### config.mk
export PLATFORM = sky130hd
export DESIGN_NAME = grf
export DESIGN_NICKNAME = d
export VERILOG_FILES = /design/src/rtl/cpu_pkg.sv /design/src/rtl/grf_rdport.sv /design/src/rtl/grf.sv
export SDC_FILE = /design/constraint.sdc
export NUM_CORES = 2
export LEC_CHECK = 0
export ABC_CLOCK_PERIOD_IN_PS = 4600
export BUFFER_PORTS_ARGS = -buffer_cell sky130_fd_sc_hd__buf_2
export CAP_MARGIN = 20
export CORE_ASPECT_RATIO = 0.8
export CORE_MARGIN = 5
export CORE_UTILIZATION = 45
export CTS_CLUSTER_DIAMETER = 60
export DETAILED_ROUTE_END_ITERATION = 8
export HOLD_SLACK_MARGIN = 0.08
export SLEW_MARGIN = 15
export SYNTH_ARGS = -nofsm -noshare
export SYNTH_HDL_FRONTEND = slang
export SYNTH_SLANG_ARGS = --single-unit
export TNS_END_PERCENT = 10
### constraint.sdc
create_clock -name clk -period 4.6 [get_ports clk]
set_input_delay 0.23 -clock clk [delete_from_list [all_inputs] [get_ports clk]]
set_output_delay 0.23 -clock clk [all_outputs]
set_load 0.01 [all_outputs]
### src/rtl/cpu_pkg.sv
// Shared CPU definitions: register-file geometry defaults and the register
// address/data types reused by the ALU operand path.
package cpu_pkg;

  localparam int unsigned DEF_DATA_W = 32;
  localparam int unsigned DEF_ADDR_W = 5;

  localparam logic [4:0] REG_ZERO = 5'd0;

  typedef logic [DEF_ADDR_W-1:0] reg_addr_t;
  typedef logic [DEF_DATA_W-1:0] reg_data_t;

endpackage

### src/rtl/grf_rdport.sv
// One combinational register-file read port: array select, $0 forced to zero,
// and a write-before-read bypass when GRF_BYPASS_EN is defined.
module grf_rdport
  import cpu_pkg::*;
#(
  parameter int unsigned DATA_W = DEF_DATA_W,
  parameter int unsigned ADDR_W = DEF_ADDR_W
) (
  input  logic [ADDR_W-1:0] ra,
  input  logic [DATA_W-1:0] regs [2**ADDR_W],
  input  logic              byp_en,
  input  logic [ADDR_W-1:0] wa,
  input  logic [DATA_W-1:0] wd,
  output logic [DATA_W-1:0] rd
);

`ifdef GRF_BYPASS_EN
  always_comb begin
    rd = regs[ra];
    if (byp_en && (ra == wa)) rd = wd;
    // Zero check last so the bypass can never leak a value onto $0.
    if (ra == ADDR_W'(REG_ZERO)) rd = '0;
  end
`else
  logic unused_byp;
  assign unused_byp = ^{byp_en, wa, wd};

  always_comb begin
    rd = regs[ra];
    if (ra == ADDR_W'(REG_ZERO)) rd = '0;
  end
`endif

endmodule

### src/rtl/grf.sv
// General register file: one write port, two combinational read ports, $0
// hard-wired to zero. Define GRF_BYPASS_EN for same-cycle write-to-read forwarding.
module grf
  import cpu_pkg::*;
#(
  parameter int unsigned DATA_W = DEF_DATA_W,
  parameter int unsigned ADDR_W = DEF_ADDR_W
) (
  input  logic              clk,
  input  logic              rst_n,
  input  logic              we,
  input  logic [ADDR_W-1:0] wa,
  input  logic [DATA_W-1:0] wd,
  input  logic [31:0]       pc,
  input  logic [ADDR_W-1:0] ra1,
  input  logic [ADDR_W-1:0] ra2,
  output logic [DATA_W-1:0] rd1,
  output logic [DATA_W-1:0] rd2
);

  localparam int unsigned NREGS = 2**ADDR_W;

  logic [DATA_W-1:0] regs [NREGS];
  logic              wr_en;
  logic              byp_en;

  assign wr_en  = we && (wa != ADDR_W'(REG_ZERO));
  // Forwarding is suppressed during reset so reads stay zero while rst_n is low.
  assign byp_en = wr_en && rst_n;

  always_ff @(posedge clk or negedge rst_n) begin
    if (!rst_n) begin
      for (int unsigned i = 0; i < NREGS; i++) regs[i] <= '0;
    end else if (wr_en) begin
      regs[wa] <= wd;
    end
  end

  grf_rdport #(.DATA_W(DATA_W), .ADDR_W(ADDR_W)) u_rd1 (
    .ra     (ra1),
    .regs   (regs),
    .byp_en (byp_en),
    .wa     (wa),
    .wd     (wd),
    .rd     (rd1)
  );

  grf_rdport #(.DATA_W(DATA_W), .ADDR_W(ADDR_W)) u_rd2 (
    .ra     (ra2),
    .regs   (regs),
    .byp_en (byp_en),
    .wa     (wa),
    .wd     (wd),
    .rd     (rd2)
  );

`ifndef SYNTHESIS
  always_ff @(posedge clk) begin
    if (rst_n && wr_en) $display("@%08h: $%0d <= %08h", pc, wa, wd);
  end
`else
  logic unused_pc;
  assign unused_pc = ^pc;
`endif

endmodule

## Word-level counts from Yosys, hierarchy flattened

Cells that the tools add are included.

| storage, ports and cells | value |
|---|---|
| output and inout port bits | 64 |
| register bits after elaboration | 1024 |

| cells by class | value |
|---|---|
| mux-type cells | 11 |
| bitwise operators | 3 |
| order comparisons | 4 |
| reductions and logical operators | 5 |

Operators by type and width:

| cell | count |
|---|---|
| $bwmux W1024 | 1 |
| $bmux W32 S5 | 2 |
| $mux W32 | 7 |
| $demux W32 S5 | 1 |
| $ge A6 B6 Y1 const B | 3 |
| $not A5 Y6 | 3 |
| $logic_not A5 Y1 | 2 |
| $lt A6 B1 Y1 const B | 1 |
| $reduce_bool A5 Y1 | 1 |
| $logic_and A1 B1 Y1 | 2 |

## Logic depth before layout (Yosys ltp)

| depth | value |
|---|---|
| depth in word-level cells | 6 |
| mapped depth | 9 |
| depth with buffers taken out | 4 |

## Hierarchy

A second synthesis with hierarchy kept.

| unflattened totals | value |
|---|---|
| cell total of the unflattened synthesis | 3619 |
| area, all modules | 54803.8 µm² |

Modules (own cells, without submodules):

| module | instances | area an instance (µm²) | cells an instance | seq. area each (µm²) |
|---|---|---|---|---|
| grf | 1 | 38067.8 | 2291 | 25624.6 |
| grf_rdport | 2 | 8368.0 | 664 | 0.0 |

## Least setup slack after synthesis

Ideal clock, no wire load.

| path | value |
|---|---|
| path type | input -> output |
| start point | in ra2[0] |
| end point | out rd2[12] |
| setup slack | 2.657 ns |
| buffers on the path | 4 |
| data arrival time | 1.713 ns |
| stages on the path | 7 |
| path through | buf_4 > buf_12 > buf_12 > buf_2 > mux4_2 > o21ai_1 > a31oi_1 |

| on the way | value |
|---|---|
| cells in the longest elaborated chain, start to end | 5 |

Ends and longest elaborated chain:

| item | line | RTL |
|---|---|---|
| start: declaration | grf.sv:16 | `input logic [ADDR_W-1:0] ra2,` |
| $not A5 Y6 (implied by the code) | grf_rdport.sv:29 | `rd = regs[ra];` |
| $bmux W32 S5 | grf_rdport.sv:29 |  |
| $mux W32 (implied by the code) (2 in series) | grf_rdport.sv:29 |  |
| $mux W32 (*) | grf_rdport.sv:30 | `if (ra == ADDR_W'(REG_ZERO)) rd = '0;` |
| end: declaration | grf.sv:18 | `output logic [DATA_W-1:0] rd2` |

Every way passes the cells marked *; elsewhere a longest branch is shown, timed or not. The select of a mux whose other input is x is not followed.

## Worst setup path in the final report

| path | value |
|---|---|
| start point | in ra1[3] |
| end point | out rd1[15] |

| on the way | value |
|---|---|
| cells in the longest elaborated chain, start to end | 5 |

Ends and longest elaborated chain:

| item | line | RTL |
|---|---|---|
| start: declaration | grf.sv:15 | `input logic [ADDR_W-1:0] ra1,` |
| $not A5 Y6 (implied by the code) | grf_rdport.sv:29 |  |
| $bmux W32 S5 | grf_rdport.sv:29 |  |
| $mux W32 (implied by the code) (2 in series) | grf_rdport.sv:29 |  |
| $mux W32 (*) | grf_rdport.sv:30 |  |
| end: declaration | grf.sv:17 | `output logic [DATA_W-1:0] rd1,` |

Marks and branches as above.

==> metrics.txt <==
# TYPE chip_impl_metric gauge
chip_impl_info{name="register_bank_with_the_most_flops",value="regs"} 1
chip_impl_metric{name="yosysSeqAreaShare",unit=""} 0.4711
chip_impl_info{name="largestRegisters",value="regs: 1024 flops"} 1
chip_impl_metric{name="fp.dieH",unit="µm"} 321.0
chip_impl_info{name="synth-main-ff-cell",value="sky130_fd_sc_hd__dfrtp_1"} 1
chip_impl_metric{name="cts_max_path_bufs",unit=""} 3
chip_impl_metric{name="grt_start_max_net_pins",unit=""} 119
chip_impl_metric{name="via_per_inst",unit=""} 6.619
chip_impl_metric{name="synthesis.area_per_instance",unit="µm²"} 15.16
chip_impl_metric{name="worst-slew-pin-transition",unit="ps"} 1211
chip_impl_metric{name="fin_crit_sh",unit=""} 0.7370
chip_impl_metric{name="final_period_minus_worst_setup_slack",unit="ps"} 3390
chip_impl_metric{name="grt_antenna_before_repair",unit=""} 19
chip_impl_metric{name="syn2layout_area_growth",unit="%"} 10.82
chip_impl_metric{name="synth.yosys.warnings",unit=""} 0
chip_impl_info{name="setup.worst_path.end_class",value="output port"} 1
chip_impl_metric{name="netlist_area",unit="µm²"} 54390
chip_impl_metric{name="ys_seq_elements",unit=""} 1024
chip_impl_metric{name="grtUsageTotal",unit=""} 0.2742
chip_impl_info{name="tritoncts_clock_tree",value="done"} 1
chip_impl_info{name="synth_top_area_cell",value="sky130_fd_sc_hd__dfrtp_1"} 1
chip_impl_metric{name="h-tree-depth",unit=""} 3
chip_impl_metric{name="cap_violations",unit=""} 0
chip_impl_metric{name="source_to_sink_clock_delay_at_the_later_pin_of_the_worst_skew_pair",unit="ps"} 710
chip_impl_metric{name="dieArea",unit="µm²"} 128000
chip_impl_info{name="rsz0062_at_grt",value="no"} 1
chip_impl_metric{name="crit_path_max_incr_delay",unit="ps"} 840
chip_impl_metric{name="setup_tns_after_final_layout",unit="ps"} 0
chip_impl_metric{name="max-vdd-ir-drop",unit="V"} 0.0003207
chip_impl_metric{name="required",unit="ps"} 4370
chip_impl_metric{name="synth_largest_type_area_fraction",unit=""} 0.4711
chip_impl_info{name="setup.worst_path.class",value="input pin to output port"} 1
chip_impl_metric{name="clock.fmax",unit="MHz"} 295.0
chip_impl_metric{name="route.detailed.drc",unit=""} 0
chip_impl_metric{name="start_util",unit=""} 0.4518
chip_impl_metric{name="number_of_global_route_vias_before_repair",unit=""} 35200
chip_impl_metric{name="dr_wl_met3",unit="mm"} 13.66
chip_impl_metric{name="initialDrtViolationCount",unit=""} 3224
chip_impl_info{name="root_buffer",value="sky130_fd_sc_hd__clkbuf_16"} 1
chip_impl_metric{name="wire_length_of_the_first_global_routing_pass",unit="mm"} 256.5
chip_impl_info{name="cp_top_family",value="buffers and inverters"} 1
chip_impl_metric{name="power.leakage",unit="nW"} 26.02
chip_impl_metric{name="globalplace.congestion",unit=""} 0.8149
chip_impl_metric{name="report.power.total",unit="mW"} 26.51
chip_impl_metric{name="worstPathArrival",unit="ps"} 3160
chip_impl_metric{name="timing.final.hold_violations",unit=""} 0
chip_impl_metric{name="port_buffers",unit=""} 113
chip_impl_metric{name="synth_enable_flop_cells",unit=""} 0
chip_impl_metric{name="timing.max_slew.rel_slack",unit=""} 0.1912
chip_impl_metric{name="die-width",unit="µm"} 398.7
chip_impl_metric{name="cts.sinks",unit=""} 1024
chip_impl_metric{name="largest_reg_flops",unit=""} 1024
chip_impl_metric{name="core_area",unit="µm²"} 120400
chip_impl_info{name="cp_slowest_cell",value="sky130_fd_sc_hd__a311oi_1"} 1
chip_impl_metric{name="synth_cell_types",unit=""} 37
chip_impl_metric{name="power_density",unit="nW/µm²"} 439.8
chip_impl_info{name="synth.top_cells.by_count",value="1,024 x sky130_fd_sc_hd__dfrtp_1, 1,003 x sky130_fd_sc_hd__mux2_2, 448 x sky130_fd_sc_hd__mux4_2"} 1
chip_impl_metric{name="sum_of_buffers_and_inverters_on_the_critical_path",unit=""} 3
chip_impl_metric{name="met1_wire_length",unit="mm"} 78.01
chip_impl_metric{name="routed_wire_length_per_instance",unit="µm"} 33.43
chip_impl_metric{name="io-pin-count",unit=""} 146
chip_impl_info{name="outcome",value="completed"} 1
chip_impl_info{name="hold_class",value="input pin to asynchronous set/reset pin"} 1
chip_impl_metric{name="cts.repair_timing.setup_buffer_count",unit=""} 0
chip_impl_metric{name="drtAntennaViolNets",unit=""} 0
chip_impl_metric{name="synth.net_count",unit=""} 3669
chip_impl_metric{name="detailedPlacementHpwl",unit="mm"} 102.8
chip_impl_metric{name="critical_path_peak_fanout",unit=""} 32
chip_impl_metric{name="grt_remaining_overflow",unit=""} 0
chip_impl_metric{name="clk_pin_slew_worst_paths",unit="ps"} 60
chip_impl_metric{name="asyncSetResetFlopFracSynth",unit=""} 1.000
chip_impl_metric{name="setup_viol",unit=""} 0
chip_impl_metric{name="syn_inst",unit=""} 3587
chip_impl_metric{name="finalNetCount",unit=""} 3592
chip_impl_metric{name="routed_wirelength",unit="mm"} 174.9
chip_impl_metric{name="fillCellCount",unit=""} 10320
chip_impl_metric{name="layout_cells_sized_above_1",unit=""} 0.5321
chip_impl_metric{name="detailroute.via_count",unit=""} 34640
chip_impl_metric{name="detailedRoute.firstPassIterationCount",unit=""} 6
chip_impl_metric{name="worst_clock_skew",unit="ps"} 0
chip_impl_info{name="timing.critical_path.from_type",value="input pin"} 1
chip_impl_metric{name="placementRows",unit=""} 114
chip_impl_metric{name="finalMaxSlewViolations",unit=""} 0
chip_impl_info{name="path_common_cell",value="sky130_fd_sc_hd__buf_2"} 1
chip_impl_info{name="post-synth-top-count-cell",value="sky130_fd_sc_hd__dfrtp_1"} 1
chip_impl_metric{name="cts_made_buffers",unit=""} 105
chip_impl_info{name="top_layer",value="met5"} 1
chip_impl_info{name="synth.top_cells.by_area",value="sky130_fd_sc_hd__dfrtp_1 47%, sky130_fd_sc_hd__mux2_2 21%, sky130_fd_sc_hd__mux4_2 19%"} 1
chip_impl_info{name="critical_path_cell_by_cell",value="buf_2 > or2_2 > buf_4 > a211oi_1 > a311oi_1 > buf_2"} 1
chip_impl_metric{name="wl_met2",unit="mm"} 77.94
## repair_timing
action / in CTS / in global routing
gates resized for setup: 0 / 0
hold buffers: 1 / 0
hold endpoints to repair: 69 / 0
## cells in the final DEF, fill, tap and decap left out, types with 13 or more instances in the layout
cell type                   instances
sky130_fd_sc_hd__a211oi_1          32
sky130_fd_sc_hd__a221o_1           32
sky130_fd_sc_hd__a221oi_1          48
sky130_fd_sc_hd__a22oi_1           64
sky130_fd_sc_hd__a311oi_1          32
sky130_fd_sc_hd__a31oi_1           32
sky130_fd_sc_hd__buf_12            22
sky130_fd_sc_hd__buf_2            106
sky130_fd_sc_hd__buf_4            109
sky130_fd_sc_hd__bufinv_16         13
sky130_fd_sc_hd__clkbuf_1          22
sky130_fd_sc_hd__clkbuf_16        106
sky130_fd_sc_hd__clkbuf_8          31
sky130_fd_sc_hd__clkinv_2          14
sky130_fd_sc_hd__dfrtp_1         1024
sky130_fd_sc_hd__mux2_1            21
sky130_fd_sc_hd__mux2_2          1003
sky130_fd_sc_hd__mux2i_1          192
sky130_fd_sc_hd__mux4_2           448
sky130_fd_sc_hd__nand2_1           34
sky130_fd_sc_hd__nor2_4            15
sky130_fd_sc_hd__nor2b_1           36
sky130_fd_sc_hd__o2111ai_1         16
sky130_fd_sc_hd__o21ai_0           55
sky130_fd_sc_hd__o21ai_1           25
## metal layers
layer / vias up / global-route usage
met1: 18970 / 0.4064
met4: 4 / 0.07881
met2: 1512 / 0.4100
met3: 305 / 0.05882
met5: - / 0
li1: 13840 / -
## cell type report
cell class	instances	area (µm²)	share of cell area
clock inverter	37	566.8	0.009403
multi-input combinational	2133	26970	0.4474
clock buffer	159	3162	0.05245
antenna	10	25.02	0.0004152
timing repair buffer	244	1886	0.03128
inverter	2	12.51	0.0002076
tap	1624	2032	0.03371
sequential	1024	25620	0.4251
## worst paths after layout
kind                                  from          to  slack [ps]  cells past startpoint
worst min register to register  regs[1006]  regs[1006]         390                      0
min in group clk                    wd[22]   regs[630]         150                      2
worst min-delay path                 rst_n   regs[964]         130                      2
worst max-delay path                ra1[3]     rd1[15]        1210                      6
worst max register to register   regs[924]   regs[924]        3780                      1
max in group asynchronous            rst_n   regs[899]        3190                      3
## cells by family after synthesis
family,after synthesis,share of synthesized area
muxes,1664,0.4328
DFF,1024,0.4711
buffers and inverters,430,0.03828
AOI/OAI and AO/OA,336,0.04564
and+or+nand+nor,133,0.01217
## through the flow
step | worst slack [ps] | std cells | utilization | hold slack [ps] | area [µm²]
2_1_floorplan | 2657 | 3587 | - | -65.59 | 54390
3_3_place_gp | 1206 | 5026 | 0.4694 | 304.8 | 56510
3_5_place_dp | 1204 | 5026 | 0.4694 | 311.9 | 56510
4_1_cts | 1206 | 5223 | 0.5005 | 108.9 | 60250
5_1_grt | 1226 | 5226 | 0.5006 | 136.6 | 60260
6_report | 1210 | 5233 | 0.5007 | 134.5 | 60280
## power by group
group          switching [mW]  total [mW]  internal [mW]  leakage (nW)
Sequential               1.27        12.0           10.7          13.1
Clock                    3.80        9.27           5.47          1.83
Combinational            2.12        5.26           3.13          11.1
Note: power is estimated with default switching activity, not from simulation.
